[src/rtl/cache_rd_arbiter_if.sv]
// Bundle of both cache read ports and the AXI read channels.
// master is the arbiter's view, slave the caches/AXI view.
interface cache_rd_arbiter_if;
  logic        i_rd_req;
  logic [1:0]  i_rd_type;
  logic [31:0] i_rd_addr;
  logic        i_rd_rdy;
  logic        i_ret_valid;
  logic        i_ret_last;
  logic [31:0] i_ret_data;
  logic        d_rd_req;
  logic [1:0]  d_rd_type;
  logic [31:0] d_rd_addr;
  logic        d_rd_rdy;
  logic        d_ret_valid;
  logic        d_ret_last;
  logic [31:0] d_ret_data;
  logic [3:0]  arid;
  logic [31:0] araddr;
  logic [7:0]  arlen;
  logic [2:0]  arsize;
  logic [1:0]  arburst;
  logic [1:0]  arlock;
  logic [3:0]  arcache;
  logic [2:0]  arprot;
  logic        arvalid;
  logic        arready;
  logic [3:0]  rid;
  logic [31:0] rdata;
  logic [1:0]  rresp;
  logic        rlast;
  logic        rvalid;
  logic        rready;

  modport master (
    input  i_rd_req, i_rd_type, i_rd_addr,
    output i_rd_rdy, i_ret_valid, i_ret_last, i_ret_data,
    input  d_rd_req, d_rd_type, d_rd_addr,
    output d_rd_rdy, d_ret_valid, d_ret_last, d_ret_data,
    output arid, araddr, arlen, arsize, arburst,
    output arlock, arcache, arprot, arvalid,
    input  arready,
    input  rid, rdata, rresp, rlast, rvalid,
    output rready
  );

  modport slave (
    output i_rd_req, i_rd_type, i_rd_addr,
    input  i_rd_rdy, i_ret_valid, i_ret_last, i_ret_data,
    output d_rd_req, d_rd_type, d_rd_addr,
    input  d_rd_rdy, d_ret_valid, d_ret_last, d_ret_data,
    input  arid, araddr, arlen, arsize, arburst,
    input  arlock, arcache, arprot, arvalid,
    output arready,
    output rid, rdata, rresp, rlast, rvalid,
    input  rready
  );
endinterface

[src/rtl/cache_rd_arbiter.sv]
// Round-robin ICache/DCache read arbiter onto one AXI AR/R pair.
// Single outstanding read; R beats steered back by rid.
module cache_rd_arbiter #(
  parameter logic [3:0] ID_I = 4'd0,
  parameter logic [3:0] ID_D = 4'd1
) (
  input logic              aclk,
  input logic              areset,
  cache_rd_arbiter_if.master bus
);

  typedef enum logic [1:0] {
    S_IDLE,
    S_AR,
    S_R
  } state_t;

  state_t      r_state;
  state_t      w_next;
  logic        r_last_d;
  logic        r_owner_d;
  logic [31:0] r_addr;
  logic [1:0]  r_type;
  logic        w_gnt_i;
  logic        w_gnt_d;
  logic [3:0]  w_owner_id;
  logic        w_hit;

  // Winner selection: a tie goes to whoever was not granted last
  always_comb begin
    w_gnt_d = (r_state == S_IDLE) && bus.d_rd_req &&
              (!bus.i_rd_req || !r_last_d);
    w_gnt_i = (r_state == S_IDLE) && bus.i_rd_req && !w_gnt_d;
  end

  assign w_owner_id = r_owner_d ? ID_D : ID_I;
  assign w_hit      = bus.rvalid && (bus.rid == w_owner_id);

  // State register and latched request of the granted cache
  always_ff @(posedge aclk) begin
    if (areset) begin
      r_state   <= S_IDLE;
      r_last_d  <= 1'b0;
      r_owner_d <= 1'b0;
      r_addr    <= 32'd0;
      r_type    <= 2'd0;
    end else begin
      r_state <= w_next;
      if (w_gnt_i || w_gnt_d) begin
        r_owner_d <= w_gnt_d;
        r_last_d  <= w_gnt_d;
        r_addr    <= w_gnt_d ? bus.d_rd_addr : bus.i_rd_addr;
        r_type    <= w_gnt_d ? bus.d_rd_type : bus.i_rd_type;
      end
    end
  end

  // Next state and all handshake/return outputs
  always_comb begin
    w_next          = r_state;
    bus.i_rd_rdy    = 1'b0;
    bus.d_rd_rdy    = 1'b0;
    bus.i_ret_valid = 1'b0;
    bus.i_ret_last  = 1'b0;
    bus.i_ret_data  = bus.rdata;
    bus.d_ret_valid = 1'b0;
    bus.d_ret_last  = 1'b0;
    bus.d_ret_data  = bus.rdata;
    bus.arvalid     = 1'b0;
    bus.rready      = 1'b0;
    bus.arid        = w_owner_id;
    bus.araddr      = r_addr;
    bus.arlen       = (r_type == 2'b11) ? 8'd3 : 8'd0;
    bus.arsize      = (r_type == 2'b11) ? 3'd2 : {1'b0, r_type};
    bus.arburst     = 2'b01;
    bus.arlock      = 2'b00;
    bus.arcache     = 4'd0;
    bus.arprot      = 3'd0;
    unique case (r_state)
      S_IDLE: begin
        bus.i_rd_rdy = w_gnt_i;
        bus.d_rd_rdy = w_gnt_d;
        if (w_gnt_i || w_gnt_d) w_next = S_AR;
      end
      S_AR: begin
        bus.arvalid = 1'b1;
        if (bus.arready) w_next = S_R;
      end
      S_R: begin
        bus.rready = 1'b1;
        if (w_hit) begin
          bus.i_ret_valid = !r_owner_d;
          bus.i_ret_last  = !r_owner_d && bus.rlast;
          bus.d_ret_valid = r_owner_d;
          bus.d_ret_last  = r_owner_d && bus.rlast;
          if (bus.rlast) w_next = S_IDLE;
        end
      end
      default: w_next = S_IDLE;
    endcase
  end

endmodule

[src/flat_wrapper.sv]
// flat-port wrapper written by rule: the top's interface ports become plain ports
module cache_rd_arbiter_flat 
#(
  parameter logic [3:0] ID_I = 4'd0,
  parameter logic [3:0] ID_D = 4'd1
)
  (aclk, areset, bus_i_rd_req, bus_i_rd_type, bus_i_rd_addr, bus_i_rd_rdy, bus_i_ret_valid, bus_i_ret_last, bus_i_ret_data, bus_d_rd_req, bus_d_rd_type, bus_d_rd_addr, bus_d_rd_rdy, bus_d_ret_valid, bus_d_ret_last, bus_d_ret_data, bus_arid, bus_araddr, bus_arlen, bus_arsize, bus_arburst, bus_arlock, bus_arcache, bus_arprot, bus_arvalid, bus_arready, bus_rid, bus_rdata, bus_rresp, bus_rlast, bus_rvalid, bus_rready);
  cache_rd_arbiter_if bus_i ();
  input logic aclk;
  input logic areset;
  input wire logic [$bits(bus_i.i_rd_req)-1:0] bus_i_rd_req;
  input wire logic [$bits(bus_i.i_rd_type)-1:0] bus_i_rd_type;
  input wire logic [$bits(bus_i.i_rd_addr)-1:0] bus_i_rd_addr;
  output wire logic [$bits(bus_i.i_rd_rdy)-1:0] bus_i_rd_rdy;
  output wire logic [$bits(bus_i.i_ret_valid)-1:0] bus_i_ret_valid;
  output wire logic [$bits(bus_i.i_ret_last)-1:0] bus_i_ret_last;
  output wire logic [$bits(bus_i.i_ret_data)-1:0] bus_i_ret_data;
  input wire logic [$bits(bus_i.d_rd_req)-1:0] bus_d_rd_req;
  input wire logic [$bits(bus_i.d_rd_type)-1:0] bus_d_rd_type;
  input wire logic [$bits(bus_i.d_rd_addr)-1:0] bus_d_rd_addr;
  output wire logic [$bits(bus_i.d_rd_rdy)-1:0] bus_d_rd_rdy;
  output wire logic [$bits(bus_i.d_ret_valid)-1:0] bus_d_ret_valid;
  output wire logic [$bits(bus_i.d_ret_last)-1:0] bus_d_ret_last;
  output wire logic [$bits(bus_i.d_ret_data)-1:0] bus_d_ret_data;
  output wire logic [$bits(bus_i.arid)-1:0] bus_arid;
  output wire logic [$bits(bus_i.araddr)-1:0] bus_araddr;
  output wire logic [$bits(bus_i.arlen)-1:0] bus_arlen;
  output wire logic [$bits(bus_i.arsize)-1:0] bus_arsize;
  output wire logic [$bits(bus_i.arburst)-1:0] bus_arburst;
  output wire logic [$bits(bus_i.arlock)-1:0] bus_arlock;
  output wire logic [$bits(bus_i.arcache)-1:0] bus_arcache;
  output wire logic [$bits(bus_i.arprot)-1:0] bus_arprot;
  output wire logic [$bits(bus_i.arvalid)-1:0] bus_arvalid;
  input wire logic [$bits(bus_i.arready)-1:0] bus_arready;
  input wire logic [$bits(bus_i.rid)-1:0] bus_rid;
  input wire logic [$bits(bus_i.rdata)-1:0] bus_rdata;
  input wire logic [$bits(bus_i.rresp)-1:0] bus_rresp;
  input wire logic [$bits(bus_i.rlast)-1:0] bus_rlast;
  input wire logic [$bits(bus_i.rvalid)-1:0] bus_rvalid;
  output wire logic [$bits(bus_i.rready)-1:0] bus_rready;
  assign bus_i.i_rd_req = bus_i_rd_req;
  assign bus_i.i_rd_type = bus_i_rd_type;
  assign bus_i.i_rd_addr = bus_i_rd_addr;
  assign bus_i_rd_rdy = bus_i.i_rd_rdy;
  assign bus_i_ret_valid = bus_i.i_ret_valid;
  assign bus_i_ret_last = bus_i.i_ret_last;
  assign bus_i_ret_data = bus_i.i_ret_data;
  assign bus_i.d_rd_req = bus_d_rd_req;
  assign bus_i.d_rd_type = bus_d_rd_type;
  assign bus_i.d_rd_addr = bus_d_rd_addr;
  assign bus_d_rd_rdy = bus_i.d_rd_rdy;
  assign bus_d_ret_valid = bus_i.d_ret_valid;
  assign bus_d_ret_last = bus_i.d_ret_last;
  assign bus_d_ret_data = bus_i.d_ret_data;
  assign bus_arid = bus_i.arid;
  assign bus_araddr = bus_i.araddr;
  assign bus_arlen = bus_i.arlen;
  assign bus_arsize = bus_i.arsize;
  assign bus_arburst = bus_i.arburst;
  assign bus_arlock = bus_i.arlock;
  assign bus_arcache = bus_i.arcache;
  assign bus_arprot = bus_i.arprot;
  assign bus_arvalid = bus_i.arvalid;
  assign bus_i.arready = bus_arready;
  assign bus_i.rid = bus_rid;
  assign bus_i.rdata = bus_rdata;
  assign bus_i.rresp = bus_rresp;
  assign bus_i.rlast = bus_rlast;
  assign bus_i.rvalid = bus_rvalid;
  assign bus_rready = bus_i.rready;
  cache_rd_arbiter #(.ID_I(ID_I), .ID_D(ID_D)) u_core (.aclk(aclk), .areset(areset), .bus(bus_i));
endmodule
[config.mk]
export PLATFORM = sky130hd
export DESIGN_NAME = cache_rd_arbiter_flat
export DESIGN_NICKNAME = d
export VERILOG_FILES = /design/src/rtl/cache_rd_arbiter_if.sv /design/src/rtl/cache_rd_arbiter.sv /design/src/flat_wrapper.sv
export SDC_FILE = /design/constraint.sdc
export NUM_CORES = 1
export LEC_CHECK = 0
export CAP_MARGIN = 20
export CORE_AREA = 2 2 95 97
export CTS_CLUSTER_DIAMETER = 120
export DETAILED_ROUTE_END_ITERATION = 6
export DIE_AREA = 0 0 97 99
export DONT_BUFFER_PORTS = 1
export SETUP_SLACK_MARGIN = 0.4
export SLEW_MARGIN = 10
export SYNTH_ARGS = -nofsm -noshare
export SYNTH_HDL_FRONTEND = slang
export SYNTH_SLANG_ARGS = --single-unit
[constraint.sdc]
create_clock -name aclk -period 4 [get_ports aclk]
set_input_delay 0.8 -clock aclk [delete_from_list [all_inputs] [get_ports aclk]]
set_output_delay 0.8 -clock aclk [all_outputs]
set_load 0.02 [all_outputs]
==> results of run 1 <==
## state kept, by name (all words and copies together) (netlist names)
name	cells
u_core.bus.araddr	32
u_core.r_state	2
u_core.r_type	2
u_core.r_last_d	1
## metrics by stage
stage	power (mW)	setup WS, ps	area, sq um	util (%)	cells
after floorplan	0.806	1360	2680	-	334
after CTS	0.988	1240	2140	25.1	342
after detailed placement	0.723	1270	2060	24.1	334
after global routing	1.03	1120	2140	25.1	342
after global placement	0.717	1290	2060	24.1	334
final	0.963	1270	2140	25.1	342
## cells in the final DEF (no fill, tap or decap)
cell | Yosys | layout
a21oi_1 | 1 | 1
a21bo_2 | 1 | 1
a311oi_2 | 28 | 28
clkbuf_8 | 0 | 5
nand2_1 | 72 | 72
or3b_2 | 1 | 1
and2_1 | 2 | 2
nor2b_1 | 4 | 4
or2_1 | 2 | 1
nor2_1 | 3 | 3
inv_1 | 1 | 1
or2_2 | 0 | 1
nor4b_1 | 1 | 1
nand3_1 | 2 | 2
o311a_1 | 1 | 1
nor3_1 | 36 | 36
buf_4 | 87 | 4
a311oi_1 | 6 | 6
dfxtp_1 | 37 | 37
a32o_1 | 1 | 1
clkbuf_1 | 16 | 3
conb_1 | 2 | 21
xnor2_1 | 1 | 1
nor3b_4 | 0 | 1
## cell type report
class / instances / area, sq um / area share [%]
tap: 108 / 135 / 6.30
multi-input combinational: 184 / 1150 / 53.8
clock buffer: 8 / 80.1 / 3.74
inverter: 1 / 3.75 / 0.175
timing repair buffer: 4 / 30.0 / 1.40
sequential: 37 / 741 / 34.6
## worst min-delay path, delay by kind of cell, from the launching register on
family	cells	cell delay (ps)
and+or+nand+nor	1	80
AOI/OAI and AO/OA	1	90
DFF	1	340
## final timing paths
kind,start,endpoint,slack (ps),cells past startpoint
max,u_core.r_state[1],bus_i_ret_last,1270,3
min,u_core.r_type[0],u_core.r_type[0],550,2
max reg2reg,u_core.r_last_d,u_core.bus.araddr[30],1850,4
min reg2reg,u_core.r_type[0],u_core.r_type[0],550,2
## cell families after synthesis
kind of cell    Yosys count  share of synthesized area (%)
other cells               2                          0.288
flops                    37                           28.4
simple gates            124                           21.1
compound gates           38                           19.5
xor+xnor                  1                          0.336
buf+inv                 113                           30.4
## per-layer routing
metal	global-route usage [%]	vias to the layer above
met2	21.0	97
met4	5.63	0
met5	0	-
met3	4.82	19
met1	14.4	836
li1	-	803
## where the power goes
part           leakage [nW]  internal (mW)  total (mW)  switching, mW
Combinational         0.350         0.0712       0.212          0.141
Clock                0.0395          0.124       0.252          0.128
Sequential            0.307          0.414       0.499         0.0851
Total                 0.696          0.609       0.963          0.354
==> qor.yml, run 1 <==
status: "finished clean"
timing.final.crit_share_pct: 68.1
met2_wirelength_mm: 3.00
finalNetCount: 346
fmax_mhz: 367
tritoncts: "done"
grt_pass1_wl_mm: 9.64
ir_drop_mv: 0.110
power_density_nw_per_um2: 449
critPathRequiredTime_ps: 3200
io_pins: 243
rsz0062_at_grt: "false"
syn-cell-area_sq_um: 2610
core_area_sq_um: 8550
ys.flop_type: "dfxtp_1"
die_h_um: 99
routed_wl_mm: 5.98
top_layer: "met4"
path_clk_slew_ps: 70
post_cts_buffers: 0
met1_length_mm: 2.39
setup_violations: 0
yosysTopAreaCellShare_pct: 28.4
drc: 0
root_buffer: "clkbuf_8"
tightest_slew_ps: 820
hp-class: "reg -> reg"
first_iter_violations: 72
grt_pass1_vias: 1764
crit_path_max_incr_delay_ps: 510
syn_area_per_cell_sq_um: 8.29
yosysWarningCount: 0
maxSlewHeadroom_pct: 45.3
final-hold-violation-count: 0
hold_buffers: 0
power.leakage_nw: 0.696
ys_seq_area_share_pct: 28.4
wl_met3_um: 521
numPortBuffers: 0
worstSetupEndpointType: "output pin"
finalCriticalPeriod_ps: 2730
initial_core_util_pct: 30.5
n_antenna_cell: 0
async_reset_ff_share_pct: 0
rows: 34
critical_path.cell_chain: "nor2b_1 > nand3_1 > nor3_1"
grt_max_degree: 38
finalSetupTns_ps: 0
ctsResizeCount: 0
syn2layout_area_growth_pct: -17.9
cp-start-kind: "register"
antenna_left: 0
ys_top_cells_by_count: "buf_4, nand2_1, dfxtp_1"
netlist_instances: 315
critPathBufInv: 0
drt-wirelength-per-cell_um: 17.5
maxCapViolCount: 0
via_count: 1755
ys_types: 24
grtUsageTotal_pct: 12.6
holdWs_ps: 551
netlist_top_cells_area: "dfxtp_1, buf_4, a311oi_2"
path_class: "reg -> out"
synth_edf_count: 0
cp_max_fo: 6
die-width_um: 97
htree_levels: 2
synth_top_cell_by_area: "dfxtp_1"
place_hpwl_mm: 4.06
dieArea_sq_um: 9600
maxSlewViolCount: 0
fill_cells: 932
arrival_ps: 1930
max-clock-path-buffers: 2
cp_top_family: "simple AND/OR/NAND/NOR gates"
dr.pass1.iters: 4
cp_slowest_cell: "nor2b_1"
cts_num_sinks: 37
drive_gt1_share_pct: 17.5
vias_per_cell: 5.13
clock_latency_ps: 280
skew_ps: 3.34
cts_buffers: 5
place_congestion: 0.674
synth-seq-cells: 37
yosysMostFrequentCell: "buf_4"
overflow: 0
antenna_found_initial: 0
No activity file was read; power rests on OpenSTA's default activity.
==> inputs of run 2 (changes only) <==
Clock period 4 ns to 2.3 ns, I/O delays scaled along.
==> qor.yml, run 2 (synthesized netlist as in run 1, its figures left out) <==
critPathBufInv: 0  # unchanged
finalCriticalPeriod_ps: 1800
rsz0062_at_grt: "true"  # was false
io_pins: 243  # unchanged
routed_wl_mm: 6.20  # was 5.98 mm
critical_path.cell_chain: "nor2b_2 > nand3_1 > nor3_4"  # was nor2b_1 > nand3_1 > nor3_1
tritoncts: "done"  # unchanged
first_iter_violations: 74  # was 72
grt_pass1_wl_mm: 9.60  # was 9.64 mm
grtUsageTotal_pct: 12.6  # about the same
placed_cell_area_sq_um: 2120  # was 2060 sq um
critPathRequiredTime_ps: 1840  # was 3200 ps
setup_violations: 0  # unchanged
die_h_um: 99  # unchanged
core_area_sq_um: 8550  # unchanged
power.leakage_nw: 0.746  # was 0.696 nW
antenna_left: 0  # unchanged
drc: 0  # unchanged
drive_gt1_share_pct: 23.5  # was 17.5%
max-clock-path-buffers: 2  # unchanged
grt_max_degree: 38  # unchanged
maxCapViolCount: 0  # unchanged
vias_per_cell: 5.12  # was 5.13
register_area_sq_um: 747  # was 741 sq um
cp-start-kind: "register"  # unchanged
hp-class: "in -> reg"  # was reg -> reg
design_area_sq_um: 2260  # was 2140 sq um
overflow: 0  # unchanged
ir_drop_mv: 0.239  # was 0.110 mV
place_congestion: 0.687  # was 0.674
crit_path_max_incr_delay_ps: 410  # was 510 ps
multi_input_area_sq_um: 1190  # was 1150 sq um
syn2layout_area_growth_pct: -13.3  # was -17.9%
n_antenna_cell: 0  # unchanged
fill_cells: 926  # was 932
holdWs_ps: 229  # was 551 ps
dieArea_sq_um: 9600  # unchanged
power_density_nw_per_um2: 826  # was 449 nW/um^2
place_hpwl_mm: 4.36  # was 4.06 mm
status: "finished clean"  # unchanged
path_clk_slew_ps: 80  # was 70 ps
path_class: "reg -> out"  # unchanged
maxSlewViolCount: 0  # unchanged
drt-wirelength-per-cell_um: 17.9  # was 17.5 um
worstSetupEndpointType: "output pin"  # unchanged
dr.pass1.iters: 4  # unchanged
numPortBuffers: 0  # unchanged
skew_ps: 6.71  # was 3.34 ps
hold_buffers: 0  # unchanged
grt_pass1_vias: 1825  # was 1764
cp_max_fo: 6  # unchanged
rows: 34  # unchanged
timing.final.crit_share_pct: 78.4
final_cell_mix: "nand2_1, nor3_1, dfxtp_1, a311oi_2, conb_1"  # was nand2_1, dfxtp_1, nor3_1, a311oi_2, conb_1
initial_core_util_pct: 30.5  # unchanged
finalSetupTns_ps: 0  # unchanged
htree_levels: 2  # unchanged
clock_latency_ps: 290  # was 280 ps
via_count: 1772  # was 1755
cts_buffers: 5  # unchanged
finalNetCount: 350  # was 346
fmax_mhz: 554
final-hold-violation-count: 0  # unchanged
arrival_ps: 1340  # was 1930 ps
largest_reg_flops: 32  # unchanged
mostFrequentLayoutCell: "nand2_1"  # unchanged
cp_slowest_cell: "dfxtp_2"  # was nor2b_1
root_buffer: "clkbuf_8"  # unchanged
cts_num_sinks: 37  # unchanged
die-width_um: 97  # unchanged
antenna_found_initial: 0  # unchanged
cp_top_family: "simple AND/OR/NAND/NOR gates"  # unchanged
run 2: what timing repair did:
item | in CTS | in global routing
resized for setup | 6 | 5
pin swaps | 1 | 1
setup endpoints to repair | 5 | 29
setup buffers | 0 | 0
run 2: power by group:
part | switching, mW | leakage, nW | total, mW | internal (mW)
logic | 0.251 | 0.380 | 0.392 | 0.141
clock network | 0.251 | 0.0585 | 0.605 | 0.354
registers | 0.152 | 0.308 | 0.872 | 0.720
run 2: layout make-up:
| cell class | count | area share (%) |
|---|---|---|
| clock buffers | 7 | 3.81 |
| repair buffers | 8 | 3.21 |
| well taps | 108 | 5.97 |
| inverters | 1 | 0.276 |
| flip-flops and latches | 37 | 33.0 |
| clock inverters | 1 | 1.33 |
| multi-input cells | 184 | 52.4 |
run 2: metal layers:
layer / share of wire (%) / vias up / wire length, um / GRT usage [%]
met2: 51 / 97 / 3160 / 23.0
met3: 9.2 / 30 / 573 / 4.04
met5: 0 / - / 0 / 0
met1: 37 / 839 / 2290 / 12.9
met4: 3.0 / 0 / 184 / 6.50
li1: - / 806 / - / -
run 2: final timing paths:
kind | start | end | slack (ps) | cells after the start
setup / recovery | u_core.r_state[1] | bus_i_ret_last | 500 | 3
hold reg to reg | u_core.r_type[0] | u_core.r_type[0] | 510 | 2
hold / removal | areset | u_core.r_last_d | 230 | 1
setup reg to reg | u_core.r_last_d | u_core.r_type[1] | 870 | 4
run 2: worst reg2reg max path: stages (launching register included):
cell and delay [ps]:
dfxtp_4 400, a21bo_2 230, or2_4 290, buf_12 180
a311oi_1 240
run 2: stage by stage:
step                      std cells  util [%]  total power, mW  setup WS [ps]
after CTS                       346      26.3             1.90            402
after global placement          338      24.7             1.27            413
after global routing            346      26.5             1.97            400
final                           346      26.5             1.87            497
after detailed placement        338      24.7             1.28            368
after floorplan                 334         -             1.40            438
